## config.mk

```make
export PLATFORM = sky130hd
export DESIGN_NAME = alu_sequencer_flat
export DESIGN_NICKNAME = d
export VERILOG_FILES = /design/src/rtl/alu_sequencer_if.sv /design/src/rtl/alu_sequencer.sv /design/src/flat_wrapper.sv
export SDC_FILE = /design/constraint.sdc
export NUM_CORES = 1
export LEC_CHECK = 0
export CAP_MARGIN = 10
export CORE_ASPECT_RATIO = 1.2
export CORE_MARGIN = 10
export CORE_UTILIZATION = 49
export DETAILED_ROUTE_END_ITERATION = 6
export PLACE_DENSITY = 0.87
export SLEW_MARGIN = 25
export SYNTH_ARGS = -nofsm -noshare
export SYNTH_HDL_FRONTEND = slang
export SYNTH_SLANG_ARGS = --single-unit
export TNS_END_PERCENT = 1
```

## constraint.sdc

```tcl
create_clock -name clk -period 2 [get_ports clk]
set_input_delay 0.4 -clock clk [delete_from_list [all_inputs] [get_ports clk]]
set_output_delay 0.4 -clock clk [all_outputs]
set_load 0.03 [all_outputs]
```

## src/rtl/alu_sequencer_if.sv

```systemverilog
// Fetch handshake and ALU control bundle; master is the sequencer, slave is memory/datapath.
// Handshake: instr_req is held with a stable instr_addr until instr_ack; alu_finish completes a program.
interface alu_sequencer_if #(
  parameter int ADDR_LEN    = 8,
  parameter int INS_LEN     = 16,
  parameter int ALU_SIG_LEN = 3
);
  logic                   instr_req;
  logic [ADDR_LEN-1:0]    instr_addr;
  logic                   instr_ack;
  logic [INS_LEN-1:0]     instr_data;
  logic [ALU_SIG_LEN-1:0] alu_select;
  logic                   alu_z_flag;
  logic                   alu_finish;
  logic                   acc_wr_en;

  modport master (
    output instr_req, instr_addr, alu_select, acc_wr_en,
    input  instr_ack, instr_data, alu_z_flag, alu_finish
  );

  modport slave (
    input  instr_req, instr_addr, alu_select, acc_wr_en,
    output instr_ack, instr_data, alu_z_flag, alu_finish
  );
endinterface

```

## src/rtl/alu_sequencer.sv

```systemverilog
// ALU control sequencer: 3 cycles per ALU op, 2 per NOP/jump, +1 per ack wait; holds req until ack.
// Optional ALU_SEQ_WATCHDOG_EN bounds ack/finish waits and flags error; otherwise waits are unbounded.
module alu_sequencer #(
  parameter int ADDR_LEN    = 8,
  parameter int INS_LEN     = 16,
  parameter int ALU_SIG_LEN = 3,
  parameter int WD_LEN      = 6
) (
  input  logic            clk,
  input  logic            reset,
  input  logic            start,
  alu_sequencer_if.master bus,
  output logic            busy,
  output logic            done,
  output logic            error
);
  localparam logic [3:0] OP_ADD   = 4'h1;
  localparam logic [3:0] OP_SUB   = 4'h2;
  localparam logic [3:0] OP_MUL   = 4'h3;
  localparam logic [3:0] OP_PASSA = 4'h4;
  localparam logic [3:0] OP_PASSB = 4'h5;
  localparam logic [3:0] OP_CLR   = 4'h6;
  localparam logic [3:0] OP_JZ    = 4'h7;
  localparam logic [3:0] OP_JMP   = 4'h8;
  localparam logic [3:0] OP_END   = 4'hF;

  localparam logic [ALU_SIG_LEN-1:0] SEL_ADD   = ALU_SIG_LEN'(0);
  localparam logic [ALU_SIG_LEN-1:0] SEL_SUB   = ALU_SIG_LEN'(1);
  localparam logic [ALU_SIG_LEN-1:0] SEL_MUL   = ALU_SIG_LEN'(2);
  localparam logic [ALU_SIG_LEN-1:0] SEL_PASSA = ALU_SIG_LEN'(3);
  localparam logic [ALU_SIG_LEN-1:0] SEL_PASSB = ALU_SIG_LEN'(4);
  localparam logic [ALU_SIG_LEN-1:0] SEL_CLR   = ALU_SIG_LEN'(5);
  localparam logic [ALU_SIG_LEN-1:0] SEL_END   = ALU_SIG_LEN'(6);

  typedef enum logic [2:0] {
    S_IDLE, S_FETCH, S_DECODE, S_EXEC, S_FINWAIT, S_HALT
  } state_t;

  state_t                 state;
  logic [ADDR_LEN-1:0]    pc;
  logic [INS_LEN-1:0]     ir;
  logic                   z;
  logic [ALU_SIG_LEN-1:0] sel;
  logic [3:0]             opcode;
  logic [ADDR_LEN-1:0]    target;
  logic                   wd_timeout;
  logic                   unused_ir;

  assign opcode    = ir[INS_LEN-1:INS_LEN-4];
  assign target    = ir[ADDR_LEN-1:0];
  assign unused_ir = ^ir[INS_LEN-5:ADDR_LEN];

`ifdef ALU_SEQ_WATCHDOG_EN
  // Expiry fires on the cycle the count would reach all-ones, i.e. the (2^WD_LEN-1)th wait cycle.
  localparam logic [WD_LEN-1:0] WD_LAST = WD_LEN'((1 << WD_LEN) - 2);
  logic [WD_LEN-1:0] wd_cnt;
  logic              waiting;
  logic              err_q;

  assign waiting    = (state == S_FETCH   && !bus.instr_ack) ||
                      (state == S_FINWAIT && !bus.alu_finish);
  assign wd_timeout = waiting && (wd_cnt == WD_LAST);
  assign error      = err_q;

  always_ff @(posedge clk or negedge reset) begin
    if (!reset) begin
      wd_cnt <= '0;
      err_q  <= 1'b0;
    end else begin
      if (state == S_FETCH || state == S_FINWAIT) wd_cnt <= wd_cnt + WD_LEN'(1);
      else                                        wd_cnt <= '0;
      if (wd_timeout) err_q <= 1'b1;
    end
  end
`else
  logic [WD_LEN-1:0] unused_wd;
  assign unused_wd  = '0;
  assign wd_timeout = 1'b0;
  assign error      = 1'b0;
`endif

  always_ff @(posedge clk or negedge reset) begin
    if (!reset) begin
      state <= S_IDLE;
      pc    <= '0;
      ir    <= '0;
      z     <= 1'b0;
      sel   <= SEL_PASSA;
    end else begin
      case (state)
        S_IDLE: if (start) begin
          pc    <= '0;
          z     <= 1'b0;
          state <= S_FETCH;
        end
        S_FETCH: begin
          if (bus.instr_ack) begin
            ir    <= bus.instr_data;
            state <= S_DECODE;
          end else if (wd_timeout) begin
            state <= S_HALT;
          end
        end
        S_DECODE: begin
          state <= S_FETCH;
          case (opcode)
            OP_ADD:   begin sel <= SEL_ADD;   state <= S_EXEC; end
            OP_SUB:   begin sel <= SEL_SUB;   state <= S_EXEC; end
            OP_MUL:   begin sel <= SEL_MUL;   state <= S_EXEC; end
            OP_PASSA: begin sel <= SEL_PASSA; state <= S_EXEC; end
            OP_PASSB: begin sel <= SEL_PASSB; state <= S_EXEC; end
            OP_CLR:   begin sel <= SEL_CLR;   state <= S_EXEC; end
            OP_JZ:    pc <= z ? target : pc + ADDR_LEN'(1);
            OP_JMP:   pc <= target;
            OP_END:   begin sel <= SEL_END;   state <= S_FINWAIT; end
            default:  pc <= pc + ADDR_LEN'(1);
          endcase
        end
        S_EXEC: begin
          // The ALU only refreshes its zero flag for add/sub.
          if (opcode == OP_ADD || opcode == OP_SUB) z <= bus.alu_z_flag;
          pc    <= pc + ADDR_LEN'(1);
          state <= S_FETCH;
        end
        S_FINWAIT: if (bus.alu_finish || wd_timeout) state <= S_HALT;
        S_HALT:    if (!start) state <= S_IDLE;
        default:   state <= S_IDLE;
      endcase
    end
  end

  assign bus.instr_req  = (state == S_FETCH);
  assign bus.instr_addr = pc;
  assign bus.alu_select = sel;
  assign bus.acc_wr_en  = (state == S_EXEC);
  assign busy           = (state != S_IDLE) && (state != S_HALT);
  assign done           = (state == S_HALT);
endmodule

```

## src/flat_wrapper.sv

```systemverilog
// flat-port wrapper written by rule: the top's interface ports become plain ports
module alu_sequencer_flat 
#(
  parameter int ADDR_LEN    = 8,
  parameter int INS_LEN     = 16,
  parameter int ALU_SIG_LEN = 3,
  parameter int WD_LEN      = 6
)
  (clk, reset, start, busy, done, error, bus_instr_req, bus_instr_addr, bus_alu_select, bus_acc_wr_en, bus_instr_ack, bus_instr_data, bus_alu_z_flag, bus_alu_finish);
  alu_sequencer_if #(.ADDR_LEN(ADDR_LEN), .INS_LEN(INS_LEN), .ALU_SIG_LEN(ALU_SIG_LEN)) bus_i ();
  input  logic clk;
  input  logic reset;
  input  logic start;
  output logic busy;
  output logic done;
  output logic error;
  output wire logic [$bits(bus_i.instr_req)-1:0] bus_instr_req;
  output wire logic [$bits(bus_i.instr_addr)-1:0] bus_instr_addr;
  output wire logic [$bits(bus_i.alu_select)-1:0] bus_alu_select;
  output wire logic [$bits(bus_i.acc_wr_en)-1:0] bus_acc_wr_en;
  input wire logic [$bits(bus_i.instr_ack)-1:0] bus_instr_ack;
  input wire logic [$bits(bus_i.instr_data)-1:0] bus_instr_data;
  input wire logic [$bits(bus_i.alu_z_flag)-1:0] bus_alu_z_flag;
  input wire logic [$bits(bus_i.alu_finish)-1:0] bus_alu_finish;
  assign bus_instr_req = bus_i.instr_req;
  assign bus_instr_addr = bus_i.instr_addr;
  assign bus_alu_select = bus_i.alu_select;
  assign bus_acc_wr_en = bus_i.acc_wr_en;
  assign bus_i.instr_ack = bus_instr_ack;
  assign bus_i.instr_data = bus_instr_data;
  assign bus_i.alu_z_flag = bus_alu_z_flag;
  assign bus_i.alu_finish = bus_alu_finish;
  alu_sequencer #(.ADDR_LEN(ADDR_LEN), .INS_LEN(INS_LEN), .ALU_SIG_LEN(ALU_SIG_LEN), .WD_LEN(WD_LEN)) u_core (.clk(clk), .reset(reset), .start(start), .bus(bus_i), .busy(busy), .done(done), .error(error));
endmodule
```

Yosys cells after proc, flatten, opt, wreduce, memory -nomap -nowiden --
Cells that the tools add are included.
Word-level totals: register bits 31, input bits 22, output and inout port bits 16, logic and storage cells 55
Cells by class: add/subtract/negate cells 1, eq/ne operators 21, multiplexer cells 14, reductions and logical operators 14
Operator list (count):
- $pmux 8 s3 | 2
- $pmux 3 s7 | 1
- $pmux 3 s6 | 1
- $eq 4x3->1 const B | 4
- $mux 8 | 2
- $mux 3 | 4
- $add 8x1->8 const B | 1
- $eq 4x2->1 const B | 2
- $eq 4x4->1 const B | 2
- $ne 2x2->1 const B | 4
- $reduce_bool 7->1 | 1
- $reduce_or 7->1 | 1
- $eq 3x2->1 const B | 2
- $eq 3x3->1 const B | 2
- $pmux 3 s2 | 1
- $reduce_and 3->1 | 2
- $reduce_bool 3->1 | 2
- $reduce_or 6->1 | 1
- $eq 4x1->1 const B | 1
- $ne 2x1->1 const B | 2
- $reduce_and 2->1 | 2
- $reduce_and 4->1 | 1
- $eq 3x1->1 const B | 1
- $logic_not 3->1 | 1
- other kinds (6) | 7

Logic depth before layout (Yosys ltp) --
Gate-level depths: netlist of run 1.
depth in word-level cells 4, depth in mapped cells 8, mapped depth without buffers 6

Worst setup path after synthesis of run 1 --
OpenSTA, ideal clock, no wires.
path type reg-to-reg, start reg u_core.state[0], end reg u_core.ir[0], setup time 125 ps, arrival 2038 ps, data required time 1875 ps, setup slack -163 ps, cell stages (with the launch flop) 7, buffers on the path 2, clock period less this slack 2163 ps, cells stage by stage dfrtp_1 buf_6 inv_2 nor3_1 and2_1 buf_4 mux2_2
On the way: longest elaborated chain between the ends 2
RTL lines:
- from (decl) | line alu_sequencer.sv:39 | state_t state;
- from (signal assigned) | line alu_sequencer.sv:84 | state <= S_IDLE;
- from (signal assigned) | line alu_sequencer.sv:94 | state <= S_FETCH;
- from (signal assigned) | line alu_sequencer.sv:99 | state <= S_DECODE;
- $eq 3x1->1
- net bus_instr_req | line flat_wrapper.sv:17 | output wire logic [$bits(bus_i.instr_req)-1:0] bus_instr_req;
- $reduce_and 2->1 (no source line)
- to (signal assigned) | line alu_sequencer.sv:98 | ir <= bus.instr_data;
- to (decl) | line alu_sequencer.sv:41 | logic [INS_LEN-1:0] ir;
The timed path passes the listed nets, and every way through them passes these cells. A chain may end at the register's enable or synchronous reset.

Worst setup path after layout of run 1 --
start reg u_core.sel[0] (netlist: u_core.bus.alu_select[0]), end out bus_alu_select[0]
RTL lines:
- from (decl) | line alu_sequencer.sv:43 | logic [ALU_SIG_LEN-1:0] sel;
- from (signal assigned) | line alu_sequencer.sv:88 | sel <= SEL_PASSA;
- from (signal assigned) | line alu_sequencer.sv:107 | OP_ADD: begin sel <= SEL_ADD; state <= S_EXEC; end
- from (signal assigned) | line alu_sequencer.sv:108 | OP_SUB: begin sel <= SEL_SUB; state <= S_EXEC; end
- to (decl) | line flat_wrapper.sv:19 | output wire logic [$bits(bus_i.alu_select)-1:0] bus_alu_select;
No word-level cell between the ends.

==> impl_metrics.tcl, run 1 <==
set metrics [dict create \
    result_of_the_run "finished clean" \
    antenna_found_initial 0 \
    clock_slew_at_the_register_clock_pins_of_the_worst_setup_and_hold_paths_ns 0.16 \
    post-cts-setup-buffer-count 0 \
    hold_class "in -> async" \
    cts_max_path_buffers 2 \
    final-instance-count-excl-fill 236 \
    power_density_nw_per_um2 1320 \
    cp_top_family "buffers and inverters" \
    worstPathCellList "clkdlybuf4s50_1" \
    detail_route.wl_per_cell_um 15.29 \
    initial_core_utilization_pct 51.23 \
    die_area_um2 5865 \
    finalInstanceArea_um2 1952 \
    layout-drive-gt1-share_pct 17.50 \
    io_pins 38 \
    fp.dieW_um 71.60 \
    power.share.switching_pct 43.79 \
    cts_tree "yes" \
    rsz0062_at_grt "false" \
    cp-end-kind "primary output" \
    overflow 0 \
    slowest_delay_ns 0.67 \
    part_of_the_yosys_area_used_for_sequential_elements_pct 43.33 \
    dpl_worst_slack_ns 0.1474 \
    vias_per_cell 5.852 \
    mappedNetlistArea_um2 1565 \
    avgSynthCellArea_um2 9.429 \
    worstPathBufferInverterCount 1 \
    rd_place_congestion 0.8578 \
    pwr-share-clk_pct 9.4 \
    synth_largest_type_area_fraction_pct 39.97 \
    setup_tns_ns 0 \
    cellInternalPower_mw 1.448 \
    netlist_top_cells_area "dfrtp_1 (40%), mux2_2 (7.9%), o21ai_0 (5.8%)" \
    timing.final.crit_period_ns 1.956 \
    netlist_instances 166 \
    period_share_pct 97.78 \
    wirelength_um 3608 \
    dp_cells 232 \
    utilization_pct 63.88 \
    ys_types 44 \
    synth-warning-count 0 \
    first_global_vias 1349 \
    grt_first_pass_wirelength_um 6396 \
    grtUsageTotal_pct 12.93 \
    worstPathArrival_ns 1.56 \
    p_comb_share_pct 51.7 \
    leakagePower_nw 0.8282 \
    ir_worst_vdd_uv 811.1 \
    p_sw_mw 1.128 \
    vias 1381 \
    cp_data_required_time_ns 1.60 \
    clkLatencyLatePin_ns 0.32 \
    num_antenna_cells 0 \
    synth_nets 189 \
    setup_ws_ns 0.04443 \
    finalMaxSlewViolations 0 \
    critPathMaxFanout 3 \
    setup-violations-final 0 \
    num_rows 22 \
    post-synth-top-area-cell "dfrtp_1" \
    cts_buffers 3 \
    max_capacitance_violation_count 0 \
    drt_drc_violations_left 0 \
    area_growth_pct 24.70 \
    cts.sink_count 27 \
    detail-route-antenna-nets 0 \
    timing.fmax_mhz 511.4 \
    cts_max_level 1 \
    finClkSkew_ns 0.009417 \
    postPlaceCellArea_um2 1922 \
    coreArea_um2 3055 \
    cp-start-kind "register" \
    hold_viol_final 0 \
    design.final.nets 224 \
    cts.root.buffer_cell "clkbuf_4" \
    drt_iter0_drc 79 \
    die_h_um 81.92 \
    pwr-share-seq_pct 39.0 \
    grt_start_max_net_pins 28 \
    cpMaxStageDelayCell "clkdlybuf4s50_1" \
    post_detail_place_hpwl_um 2767 \
    timing_worst_setup_path_type "reg -> out" \
    dr.pass1.iters 4 \
    portBuffers 32 \
    synth.ff_latch_count 27 \
]
cells by family (layout without fill, tap and decap cells):
family / after synthesis / after routing / synth area share, %
buffers and inverters: 17 / 51 / 7.353
DFF: 27 / 27 / 43.33
xor gates and xnor gates: 2 / 2 / 1.119
and+or+nand+nor: 57 / 57 / 18.31
AOI/OAI and AO/OA: 48 / 48 / 19.66
other: 1 / 1 / 0.2396
adders and majority gates: 1 / 1 / 0.7992
muxes: 13 / 13 / 9.193
cell type report:
cell class | count | area (um2)
Tap cell | 36 | 45.04
Sequential cell | 27 | 678.2
Clock inverter | 1 | 7.507
Multi-Input combinational cell | 122 | 777.0
Inverter | 5 | 18.77
Timing Repair Buffer | 42 | 402.9
Clock buffer | 3 | 22.52
Fill cell | 245 | 1104
final timing paths:
kind | startpoint | endpoint | depth (start not counted) | slack [ns]
max in group asynchronous | reset | u_core.bus.alu_select[1] | 2 | 1.28
worst max register to register | u_core.ir[12] | u_core.bus.instr_addr[0] | 5 | 0.20
worst max-delay path | u_core.bus.alu_select[0] | bus_alu_select[0] | 1 | 0.04
worst min register to register | u_core.bus.alu_select[0] | u_core.bus.alu_select[0] | 2 | 0.53
min in group clk | u_core.bus.alu_select[0] | u_core.bus.alu_select[0] | 2 | 0.53
worst min-delay path | reset | u_core.bus.instr_addr[4] | 2 | 0.41
power by group through the flow:
| stage | sequential (mW) | combinational [mW] | clock (mW) |
|---|---|---|---|
| after floorplan | 0.991 | 0.984 | 0 |
| after global placement | 0.994 | 1.31 | 0 |
| after detailed placement | 1.01 | 1.35 | 0 |
| after CTS | 1.00 | 1.34 | 0.247 |
| after global routing | 1.05 | 1.47 | 0.261 |
| final | 1.00 | 1.33 | 0.241 |
flip-flops by register name, summed over array words and instances (netlist names):
name,cells
u_core.bus.alu_select,3
u_core.bus.instr_addr,8
u_core.ir,12
u_core.state,3
u_core.z,1
synthesized netlist by cell type:
library cell / count
buf_4: 3
a41o_1: 1
a311o_1: 1
o21ai_0: 18
nand2_1: 15
mux2i_1: 2
o22ai_1: 1
nor4_1: 1
a32o_1: 1
clkbuf_1: 2
nor3_1: 8
o21ai_1: 2
nor3b_2: 1
o211a_1: 1
a22oi_1: 1
xor2_1: 1
o31a_1: 1
a31oi_1: 2
or2_2: 1
o211ai_1: 2
xnor2_1: 1
nor3b_1: 3
a211oi_1: 1
nand3_1: 7
o31ai_2: 1
conb_1: 1
a21oi_1: 9
and4b_1: 1
ha_1: 1
and2_1: 1
nor4b_1: 1
buf_2: 2
nor2_1: 12
dfstp_2: 2
a311o_2: 1
inv_2: 1
inv_1: 4
a32oi_1: 1
mux2_2: 11
and3_1: 6
a22o_1: 2
buf_6: 5
o21bai_1: 2
dfrtp_1: 25
what timing repair did:
item / CTS / global route
resized for setup: 2 / 1
endpoints found under the setup margin: 2 / 1
hold buffers: 0 / 0
through the flow:
stage          total power [mW]  hold WS (ns)
3_3_place_gp              2.301        0.4798
2_1_floorplan             1.975        0.1044
5_1_grt                   2.784        0.4530
6_report                  2.576        0.4138
4_1_cts                   2.585        0.4216
3_5_place_dp              2.367        0.4977
routing by layer:
metal | track usage (%) | up-vias | part of all wire [%]
met5 | 0 | - | 0
met3 | 3.257 | 2 | 7.7
met1 | 16.36 | 659 | 43
li1 | - | 672 | -
met4 | 3.876 | 0 | 0.47
met2 | 21.20 | 48 | 49
layout by cell type (no fill, tap or decap), drive strengths merged, types with 3 or more instances in the layout:
cell,instances
and3,6
nand3,7
dfrtp,25
a21oi,9
o21ai,20
nor3,8
mux2,11
nand2,15
clkdlybuf4s50,27
nor3b,4
nor2,12
inv,5
clkbuf,3
buf,12
No activity file was read; power rests on OpenSTA's default activity.
==> inputs of run 2 (changes only) <==
--- a/config.mk
+++ b/config.mk
@@ -11,4 +11,5 @@
 export CORE_UTILIZATION = 49
 export DETAILED_ROUTE_END_ITERATION = 6
+export HOLD_SLACK_MARGIN = 0.02
 export PLACE_DENSITY = 0.87
 export SLEW_MARGIN = 25
==> constraint.sdc (replaced) <==
create_clock -name clk -period 2 [get_ports clk]
set_input_delay 0.2 -clock clk [delete_from_list [all_inputs] [get_ports clk]]
set_output_delay 0.2 -clock clk [all_outputs]
set_load 0.03 [all_outputs]
==> impl_metrics.tcl, run 2 (synthesis results as in run 1) <==
set metrics [dict create \
    portBuffers 32 \
    cts.root.buffer_cell "clkbuf_4" \
    drt_iter0_drc 88 \
    multi_input_area_um2 777.0 \
    layout-drive-gt1-share_pct 17.00 \
    timing.final.crit_period_ns 1.838 \
    drt_drc_violations_left 0 \
    finClkSkew_ns 0.01354 \
    hold_class "in -> async" \
    layout_commonest_cell "clkdlybuf4s50_1" \
    power_density_nw_per_um2 1333 \
    wirelength_um 3692 \
    r2r_slack_ns 0.16 \
    post_detail_place_hpwl_um 2726 \
    cts_max_path_buffers 2 \
    finalMaxSlewViolations 0 \
    coreArea_um2 3055 \
    timing_worst_setup_path_type "reg -> reg" \
    detail_route.wl_per_cell_um 15.64 \
    cp-start-kind "register" \
    setup_tns_ns 0 \
    slowest_delay_ns 0.53 \
    ir_worst_vdd_uv 862.1 \
    max_reg_flops 12 \
    most_prevalent_standard_cell_on_the_critical_path "o21ai_0" \
    cts.sink_count 27 \
    cts_max_level 1 \
    largest_register "u_core.ir" \
    regArea_um2 679.4 \
    timing.fmax_mhz 544.2 \
    period_share_pct 91.88 \
    dr.pass1.iters 4 \
    cpMaxStageDelayCell "dfrtp_1" \
    detail-route-antenna-nets 0 \
    cts_buffers 3 \
    postPlaceCellArea_um2 1914 \
    most_frequent_cells_in_the_layout "clkdlybuf4s50_1 (28), dfrtp_1 (24), o21ai_0 (18), nand2_1 (15), nor2_1 (12)" \
    antenna_found_initial 0 \
    overflow 0 \
    vias_per_cell 5.919 \
    grt_first_pass_wirelength_um 6203 \
    cp_data_required_time_ns 2.22 \
    num_antenna_cells 0 \
    vias 1397 \
    hold_viol_final 0 \
    grt_start_max_net_pins 28 \
    filler_cell_count 263 \
    max_capacitance_violation_count 0 \
    finalInstanceArea_um2 1946 \
    result_of_the_run "finished clean" \
    clkLatencyLatePin_ns 0.33 \
    cp-end-kind "register" \
    cts_tree "yes" \
    post-cts-setup-buffer-count 0 \
    worstPathCellList "nor4_1, a32o_1, buf_4, nor3_1, o21ai_0, o21ai_0" \
    io_pins 38 \
    rd_place_congestion 0.8755 \
    num_rows 22 \
    leakagePower_nw 0.8524 \
    design.final.nets 224 \
    area_growth_pct 24.30 \
    critPathMaxFanout 18 \
    die_h_um 81.92 \
    clock_slew_at_the_register_clock_pins_of_the_worst_setup_and_hold_paths_ns 0.15 \
    worstPathArrival_ns 2.06 \
    die_area_um2 5865 \
    setup-violations-final 0 \
    grtUsageTotal_pct 12.53 \
    power_mw 2.594 \
    first_global_vias 1331 \
    initial_core_utilization_pct 51.23 \
    rsz0062_at_grt "false" \
    fp.dieW_um 71.60 \
]
-- run 2: changes by cell type in the layout (fill, tap and decap cells not counted), sizes merged --
cell / change
buf: -2
clkdlybuf4s50: +1
clkinv: +1
clkinvlp: -1
dlymetal6s2s: +1
-- run 2: power breakdown --
group / leakage (nW) / total [mW] / internal, mW / switching [mW]
registers: 0.334 / 1.01 / 0.760 / 0.245
clock network: 0.0177 / 0.236 / 0.0749 / 0.162
logic: 0.501 / 1.35 / 0.620 / 0.732
-- run 2: worst max-delay path, delay by kind of cell (launching register included) --
family / cells / cell delay, ns
flip-flops: 1 / 0.53
buffers and inverters: 1 / 0.22
AO/OA/AOI/OAI: 3 / 0.46
AND/OR/NAND/NOR: 2 / 0.54
-- run 2: final cells by class --
cell class | count | area share (%)
multi-input cells | 122 | 39.94
inverters | 5 | 0.9646
clock buffers | 3 | 1.158
flip-flops and latches | 27 | 34.92
well taps | 36 | 2.315
clock inverters | 1 | 0.2572
repair buffers | 42 | 20.45
-- run 2: worst paths after layout --
kind | from | end | depth (start not counted)
worst max-delay path | u_core.ir[13] | u_core.bus.instr_addr[2] | 6
worst min-delay path | reset | u_core.bus.instr_addr[3] | 2
worst max register to register | u_core.ir[13] | u_core.bus.instr_addr[2] | 6
worst min register to register | u_core.ir[5] | u_core.ir[5] | 1
max in group asynchronous | reset | u_core.bus.alu_select[1] | 2
min in group clk | bus_instr_data[12] | u_core.ir[12] | 3
-- run 2: per-layer routing --
metal  routed length (um)  GRT usage [%]  up-vias
met4                   17          5.039        0
met5                    0              0        -
met3                  291          3.498        2
met2                 1845          20.58       63
li1                     -              -      667
met1                 1538          15.17      665
-- run 2: per-stage QoR --
stage / instances / utilization, % / setup WS, ns / hold slack [ns]
global route: 236 / 63.68 / 0.02998 / 0.2237
finish: 236 / 63.68 / 0.1625 / 0.2092
detailed placement: 232 / 62.65 / 0.2224 / 0.4981
global placement: 232 / 62.65 / 0.2686 / 0.4798
floorplan: 166 / - / 0.1278 / -0.09559
CTS: 236 / 63.47 / 0.008155 / 0.2217
-- run 2: repair_timing --
item / in CTS / in global routing
pin swaps: 0 / 0
resized for setup: 2 / 3
hold buffers: 0 / 0
endpoints found under the setup margin: 2 / 3
